==> config.mk <==
export PLATFORM = sky130hd
export DESIGN_NAME = defaults
export DESIGN_NICKNAME = d
export VERILOG_FILES = /design/src/rtl/defaults.sv
export SDC_FILE = /design/constraint.sdc
export NUM_CORES = 2
export LEC_CHECK = 0
export CELL_PAD_IN_SITES_DETAIL_PLACEMENT = 0
export CELL_PAD_IN_SITES_GLOBAL_PLACEMENT = 1
export CORE_UTILIZATION = 48
export CTS_CLUSTER_SIZE = 10
export DETAILED_ROUTE_END_ITERATION = 8
export PLACE_DENSITY_LB_ADDON = 0.1
export SYNTH_ARGS = -nofsm -noshare
export SYNTH_HDL_FRONTEND = slang
export SYNTH_SLANG_ARGS = --single-unit
==> constraint.sdc <==
create_clock -name _clock -period 11.6 [get_ports _clock]
set_input_delay 3.48 -clock _clock [delete_from_list [all_inputs] [get_ports _clock]]
set_output_delay 3.48 -clock _clock [all_outputs]
set_load 0.05 [all_outputs]
==> src/rtl/defaults.sv <==
// defaults: latches four signed operands on start and emits a fixed pair sequence, then flags done.
// Build option DEFAULTS_LOOP_CAP_EN limits the loop to MAX_ITER iterations.
module defaults #(
  parameter int WIDTH    = 32,
  parameter int MAX_ITER = 16
) (
  input  logic                    _clock,
  input  logic                    _reset,
  input  logic                    _start,
  input  logic signed [WIDTH-1:0] a,
  input  logic signed [WIDTH-1:0] b,
  input  logic signed [WIDTH-1:0] c,
  input  logic signed [WIDTH-1:0] d,
  output logic signed [WIDTH-1:0] _out0,
  output logic signed [WIDTH-1:0] _out1,
  output logic                    _valid,
  output logic                    _done
);
  typedef enum logic [2:0] {S_IDLE, S_Y0, S_Y1, S_Y2, S_LOOP, S_DONE} state_t;
  state_t                  r_state;
  logic signed [WIDTH-1:0] r_a, r_b, r_c, r_d, r_n, r_i;
  logic signed [WIDTH-1:0] w_n, w_prod;
  logic                    w_accept;
  assign w_accept = _start && (r_state == S_IDLE || _done);
  assign w_prod   = r_a * r_i;
`ifdef DEFAULTS_LOOP_CAP_EN
  localparam logic signed [WIDTH-1:0] LP_CAP = MAX_ITER;
  assign w_n = (d > LP_CAP) ? LP_CAP : d;
`else
  assign w_n = d;
`endif
  always_ff @(posedge _clock or posedge _reset) begin
    if (_reset) begin
      r_state <= S_IDLE;
      r_a     <= '0;
      r_b     <= '0;
      r_c     <= '0;
      r_d     <= '0;
      r_n     <= '0;
      r_i     <= '0;
      _out0   <= '0;
      _out1   <= '0;
      _valid  <= 1'b0;
      _done   <= 1'b0;
    end else if (w_accept) begin
      r_state <= S_Y0;
      r_a     <= a;
      r_b     <= b;
      r_c     <= c;
      r_d     <= d;
      r_n     <= w_n;
      r_i     <= '0;
      _out0   <= a;
      _out1   <= b;
      _valid  <= 1'b1;
      _done   <= 1'b0;
    end else begin
      case (r_state)
        S_Y0: begin
          _out0   <= r_c;
          _out1   <= r_d;
          r_state <= S_Y1;
        end
        S_Y1: begin
          _out0   <= r_a + r_c;
          _out1   <= r_b + r_d;
          r_state <= S_Y2;
        end
        S_Y2: begin
          if (r_n <= 0) begin
            _valid  <= 1'b0;
            _done   <= 1'b1;
            r_state <= S_DONE;
          end else begin
            _out0   <= '0;
            _out1   <= r_c;
            r_i     <= 1;
            r_state <= S_LOOP;
          end
        end
        S_LOOP: begin
          if (r_i == r_n) begin
            _valid  <= 1'b0;
            _done   <= 1'b1;
            r_state <= S_DONE;
          end else begin
            _out0 <= r_i;
            _out1 <= w_prod + r_c;
            r_i   <= r_i + 1;
          end
        end
        default: _valid <= 1'b0;
      endcase
    end
  end
endmodule

## Yosys cells after proc, flatten, opt, wreduce, memory -nomap -nowiden

Index checks and enable logic that the tools add are counted.

- Flip-flop bits (word level): 229
- Input port bits: 131
- Output and inout bits: 66
- Logic and storage cells: 61

- Add/subtract/negate cells: 4
- Multipliers: 1
- Order comparisons: 1
- Eq/ne operators: 10
- Multiplexer cells: 24
- Reductions and logical operators: 11

Operators with widths:

| cell | number |
|---|---|
| $mux 32 | 9 |
| $pmux 32 s4 | 2 |
| $add 32x32->32 | 3 |
| $pmux 32 s2 | 1 |
| $add 32x2->32 const B | 1 |
| $eq 32x32->1 | 1 |
| $le 32x1->1 const B | 1 |
| $mul 32x32->32 | 1 |
| $ne 3x3->1 const B | 4 |
| $pmux 3 s4 | 1 |
| $reduce_and 3->1 | 4 |
| $mux 1 | 7 |
| $eq 3x2->1 const B | 2 |
| $mux 3 | 2 |
| $reduce_bool 5->1 | 1 |
| $eq 3x1->1 const B | 1 |
| $eq 3x3->1 const B | 1 |
| $logic_not 3->1 | 1 |
| $pmux 1 s3 | 1 |
| $reduce_bool 3->1 | 1 |
| $ne 2x1->1 const B | 1 |
| $pmux 1 s2 | 1 |
| $reduce_and 2->1 | 1 |
| $reduce_or 2->1 | 1 |
| other kinds (2) | 2 |

## Depth between registers and ports, before layout

- Depth after elaboration: 5
- Gate-level depth with buffers: 29
- Gate-level depth less buffers: 27

## Worst setup path before layout

No wires, ideal clock.

- Path kind: register -> register
- From: register r_i[3]
- To: register _out1[30]
- Setup time: 0.127 ns
- Arrival time: 7.342 ns
- Data required time: 11.473 ns
- Slack: 4.131 ns
- Cell stages (with the launch flop): 29
- Path buffers: 3
- Period minus slack after synthesis: 7.469 ns
- Cell sequence: dfrtp_1 -> clkbuf_1 -> clkbuf_1 -> clkbuf_1 -> and2_1 -> fa_1 -> fa_1 -> inv_1 -> fa_1 -> fa_1 -> inv_1 -> fa_1 -> fa_1 -> fa_1 -> inv_1 -> fa_1 -> inv_1 -> ha_1 -> a21oi_1 -> o21bai_1 -> a21o_1 -> a21oi_1 -> nor2b_1 -> a2111oi_0 -> nor2_1 -> a41oi_1 -> xnor2_1 -> a221oi_1 -> nor2_1

- Cells in the longest elaborated chain, start to end: 5
- Elaborated cells on any way between the ends: 8
- Those cells by class: 1 x add/sub; 1 x mul; 2 x eq/ne; 3 x mux; 1 x reduce/logical

RTL lines:

| item | line | text |
|---|---|---|
| start, declared | 21 | `logic signed [WIDTH-1:0] r_a, r_b, r_c, r_d, r_n, r_i;` |
| start signal, assigned | 89 | `r_i <= r_i + 1;` |
| $mul 32x32->32 | 25 | `assign w_prod = r_a * r_i;` |
| $add 32x32->32 | 88 | `_out1 <= w_prod + r_c;` |
| $mux 32 | 82 | `if (r_i == r_n) begin` |
| $pmux 32 s4 | 58 | `case (r_state)` |
| $mux 32 | 45 | `end else if (w_accept) begin` |
| end signal, assigned | 61 | `_out1 <= r_d;` |
| end signal, assigned | 66 | `_out1 <= r_b + r_d;` |
| end signal, assigned | 88 |  |
| end, declared | 15 | `output logic signed [WIDTH-1:0] _out1,` |

Several ways; a longest one is shown, not always the timed one. The select of a mux whose other input is x is not followed.
A chain may end at the register's enable or synchronous reset.

## Final worst setup path

- From: register r_a[11]
- To: register _out1[31]

- Cells in the longest elaborated chain, start to end: 5

RTL lines:

| item | line | text |
|---|---|---|
| start, declared | 21 |  |
| start signal, assigned | 35 | `r_a <= '0;` |
| start signal, assigned | 47 | `r_a <= a;` |
| $mul 32x32->32 | 25 |  |
| $add 32x32->32 | 88 |  |
| $mux 32 | 82 |  |
| $pmux 32 s4 | 58 |  |
| $mux 32 | 45 |  |

No other way between the ends. The select of a mux whose other input is x is not followed.

==> metrics.txt <==
# TYPE chip_impl_metric gauge
chip_impl_info{name="cts_tree",value="built"} 1
chip_impl_metric{name="initial_standard_cell_utilization_of_the_core",unit=""} 0.487
chip_impl_metric{name="peakVddDrop",unit="mV"} 0.235
chip_impl_metric{name="via_per_inst",unit=""} 5.72
chip_impl_metric{name="grt_antenna_before_repair",unit=""} 1
chip_impl_metric{name="drtIter0Drc",unit=""} 2354
chip_impl_metric{name="grt_util_all_layers",unit=""} 0.341
chip_impl_metric{name="first_global_vias",unit=""} 27800
chip_impl_metric{name="grt-ovfl-total",unit=""} 0
chip_impl_metric{name="critPathMaxFanout",unit=""} 23
chip_impl_metric{name="post-route-worst-setup-slack",unit="ns"} 3.40
chip_impl_metric{name="core_region_area",unit="mm²"} 0.0646
chip_impl_metric{name="tritoncts.num_buffers",unit=""} 28
chip_impl_metric{name="maxClockFrequency",unit="GHz"} 0.122
chip_impl_metric{name="finalClockSkew",unit="ns"} 0.0192
chip_impl_metric{name="timing.critical_path.required",unit="ns"} 12.09
chip_impl_metric{name="h-tree-depth",unit=""} 1
chip_impl_metric{name="detailroute.via_count",unit=""} 26500
chip_impl_metric{name="synth_warnings",unit=""} 0
chip_impl_metric{name="postSynthRegisterBits",unit=""} 229
chip_impl_metric{name="post_synth_edffs",unit=""} 0
chip_impl_metric{name="synth.top_cell.area_share",unit=""} 0.280
chip_impl_info{name="start_kind",value="register"} 1
chip_impl_metric{name="syn_inst",unit=""} 3693
chip_impl_metric{name="fp-row-count",unit=""} 93
chip_impl_metric{name="timing.final.crit_period",unit="ns"} 8.20
chip_impl_metric{name="detail_route.first_pass.iterations",unit=""} 7
chip_impl_metric{name="antenna_cells_inserted",unit=""} 0
chip_impl_metric{name="total_instance_count_after_detailed_placement",unit=""} 4586
chip_impl_metric{name="area_growth_syn_to_layout",unit="%"} 11.1
chip_impl_metric{name="hold_viol",unit=""} 0
chip_impl_metric{name="dp_worst_setup_slack",unit="ns"} 3.51
chip_impl_info{name="synth_top_cells_by_area",value="fa_1, dfrtp_1, ha_1"} 1
chip_impl_metric{name="ys_types",unit=""} 70
chip_impl_metric{name="io_pins",unit=""} 197
chip_impl_metric{name="finalNetCount",unit=""} 4546
chip_impl_metric{name="critPathArrivalTime",unit="ns"} 8.69
chip_impl_info{name="worst_setup_path_end_kind",value="register"} 1
chip_impl_metric{name="die_area",unit="mm²"} 0.0666
chip_impl_metric{name="synth_area",unit="mm²"} 0.0315
chip_impl_metric{name="route.antenna.remaining_nets",unit=""} 0
chip_impl_metric{name="synth_fp_nets",unit=""} 4478
chip_impl_metric{name="p_leak",unit="nW"} 17.0
chip_impl_metric{name="cts_hold_buf",unit=""} 0
chip_impl_metric{name="drt-wirelength-per-cell",unit="µm"} 24.0
chip_impl_info{name="grt_setup_unrepaired",value="no"} 1
chip_impl_metric{name="die_width",unit="µm"} 258
chip_impl_metric{name="cts_setup_buffers",unit=""} 0
chip_impl_metric{name="layout_worst_path_cycle_share",unit=""} 0.707
chip_impl_info{name="worstSetupPathType",value="reg2reg"} 1
chip_impl_metric{name="post_cts_resized",unit=""} 0
chip_impl_metric{name="worst_slew_pin_slew",unit="ns"} 1.10
chip_impl_info{name="layout_commonest_cell",value="nand2_1"} 1
chip_impl_info{name="outcome",value="completed"} 1
chip_impl_metric{name="timing.setup.tns",unit="ns"} 0
chip_impl_metric{name="clk_latency",unit="ns"} 0.59
chip_impl_metric{name="layout-drive-gt1-share",unit=""} 0.0318
chip_impl_metric{name="largest_net_degree_at_the_start_of_global_routing",unit=""} 187
chip_impl_metric{name="dpl.hpwl",unit="mm"} 85.3
chip_impl_metric{name="max-cap-violations",unit=""} 0
chip_impl_metric{name="syn-mean-instance-area",unit="µm²"} 8.52
chip_impl_metric{name="ctsLongestPathBuffers",unit=""} 3
chip_impl_metric{name="synth-seq-area-share",unit=""} 0.182
chip_impl_info{name="timing.hold.worst.class",value="reg2reg"} 1
chip_impl_metric{name="report.final.slew_viol_count",unit=""} 0
chip_impl_metric{name="cts.sink_count",unit=""} 229
chip_impl_metric{name="route.detailed.drc",unit=""} 0
chip_impl_metric{name="worst-r2r-setup-slack",unit="ns"} 3.40
chip_impl_metric{name="setup-violations-final",unit=""} 0
chip_impl_metric{name="max_slew_margin",unit=""} 0.268
chip_impl_metric{name="cellPowerDensity",unit="mW/mm²"} 263
chip_impl_metric{name="io_buffers",unit=""} 196
chip_impl_metric{name="vertical_extent_of_the_die",unit="µm"} 258
chip_impl_info{name="cts_root_buf",value="clkbuf_16"} 1
chip_impl_metric{name="grt_first_pass_wirelength",unit="mm"} 172
chip_impl_metric{name="drt-total-wl",unit="mm"} 111
chip_impl_info{name="synth_largest_area_cell",value="fa_1"} 1
chip_impl_info{name="layout_common_cells",value="nand2_1, inv_1, fa_1, and2_1, dfrtp_1"} 1
chip_impl_metric{name="postSynth.asyncResetShare",unit=""} 1.00
chip_impl_metric{name="finalNonFillerCells",unit=""} 4627
chip_impl_metric{name="cts.reportedPaths.clkPinSlew",unit="ns"} 0.06
chip_impl_info{name="ys.flop_type",value="dfrtp_1"} 1
chip_impl_metric{name="gp_congestion",unit=""} 0.972
[through the flow]
| step | power, mW | hold WS, ns | area, µm² | util |
|---|---|---|---|---|
| finish | 9.19 | 0.481 | 35000 | 0.542 |
| global route | 9.84 | 0.505 | 35000 | 0.542 |
| CTS | 9.10 | 0.488 | 35000 | 0.542 |
| detailed placement | 8.21 | 0.471 | 34200 | 0.529 |
| global placement | 8.14 | 0.463 | 34200 | 0.529 |
| floorplan | 5.87 | 0.452 | 31500 | - |
[power breakdown]
group | total (mW) | leakage [nW] | internal (mW) | switching [mW]
Clock | 0.818 | 0.398 | 0.459 | 0.359
Sequential | 1.84 | 2.86 | 1.15 | 0.688
Combinational | 6.53 | 13.7 | 2.30 | 4.23
Total | 9.19 | 17.0 | 3.91 | 5.28
[critical path, stage by stage, from the launching register on]
cell	delay, ns
dfrtp_1	0.98
and2_1	0.25
fa_1	0.44
fa_1	0.50
fa_1	0.54
inv_1	0.05
fa_1	0.46
fa_1	0.50
fa_1	0.56
inv_1	0.05
fa_1	0.48
inv_1	0.05
fa_1	0.51
inv_1	0.06
ha_1	0.36
nor2b_1	0.17
o21ai_0	0.15
nand2b_1	0.08
a21oi_1	0.28
o31ai_1	0.19
a41oi_1	0.54
a21oi_1	0.18
xnor2_1	0.20
o221ai_1	0.20
a41oi_1	0.32
[worst paths after layout]
kind                                from    endpoint  depth (start not counted)
worst max-delay path             r_a[11]   _out1[31]                         24
worst min-delay path            _out1[4]    _out1[4]                          2
worst max register to register   r_a[11]   _out1[31]                         24
worst min register to register  _out1[4]    _out1[4]                          2
max in group asynchronous         _reset  r_state[0]                          3
min in group asynchronous         _reset     r_b[27]                          2
[layer usage]
| metal | wire [µm] | track usage |
|---|---|---|
| met1 | 48900 | 0.481 |
| met2 | 49100 | 0.528 |
| met4 | 4610 | 0.130 |
| met3 | 8650 | 0.0525 |
| met5 | 13 | 0 |
[flip-flops by register name (all words and copies together), names as in the netlist]
name,cells
r_c,32
r_i,32
_done,1
r_n,32
_valid,1
r_b,32
_out1,32
_out0,32
r_state,3
r_a,32
[cell usage after synthesis (all sizes together), types with 13 or more instances]
cell type / count
buf: 31
nor3: 18
a21oi: 125
or3: 15
inv: 561
nor2: 135
nand2: 659
o221ai: 16
fa: 440
nand3: 36
dfrtp: 229
nand4: 16
nor2b: 17
o22ai: 33
o21ai: 167
and2: 323
xnor2: 126
nand2b: 18
ha: 214
xor2: 64
a31oi: 17
clkbuf: 184
a221oi: 25
nor4: 16
o21a: 13
a21o: 37
[layout make-up]
type | instances | area, µm²
Fill cell | 5988 | 29600
Multi-Input combinational cell | 2688 | 22900
Sequential cell | 229 | 5730
Timing Repair Buffer | 253 | 2400
Inverter | 561 | 2110
Tap cell | 855 | 1070
Clock buffer | 37 | 774
Clock inverter | 4 | 31.3
[kinds of logic (layout without fill, tap and decap cells)]
kind of cell | count (synthesis) | count (layout) | synth area share
flip-flops | 229 | 229 | 0.182
multiplexers | 5 | 5 | 0.00159
AO/OA/AOI/OAI | 558 | 558 | 0.115
XOR/XNOR | 190 | 190 | 0.0529
buffers and inverters | 776 | 855 | 0.0928
AND/OR/NAND/NOR | 1281 | 1281 | 0.191
adder cells (fa/ha/maj) | 654 | 654 | 0.365
Note: power is estimated with default switching activity, not from simulation.
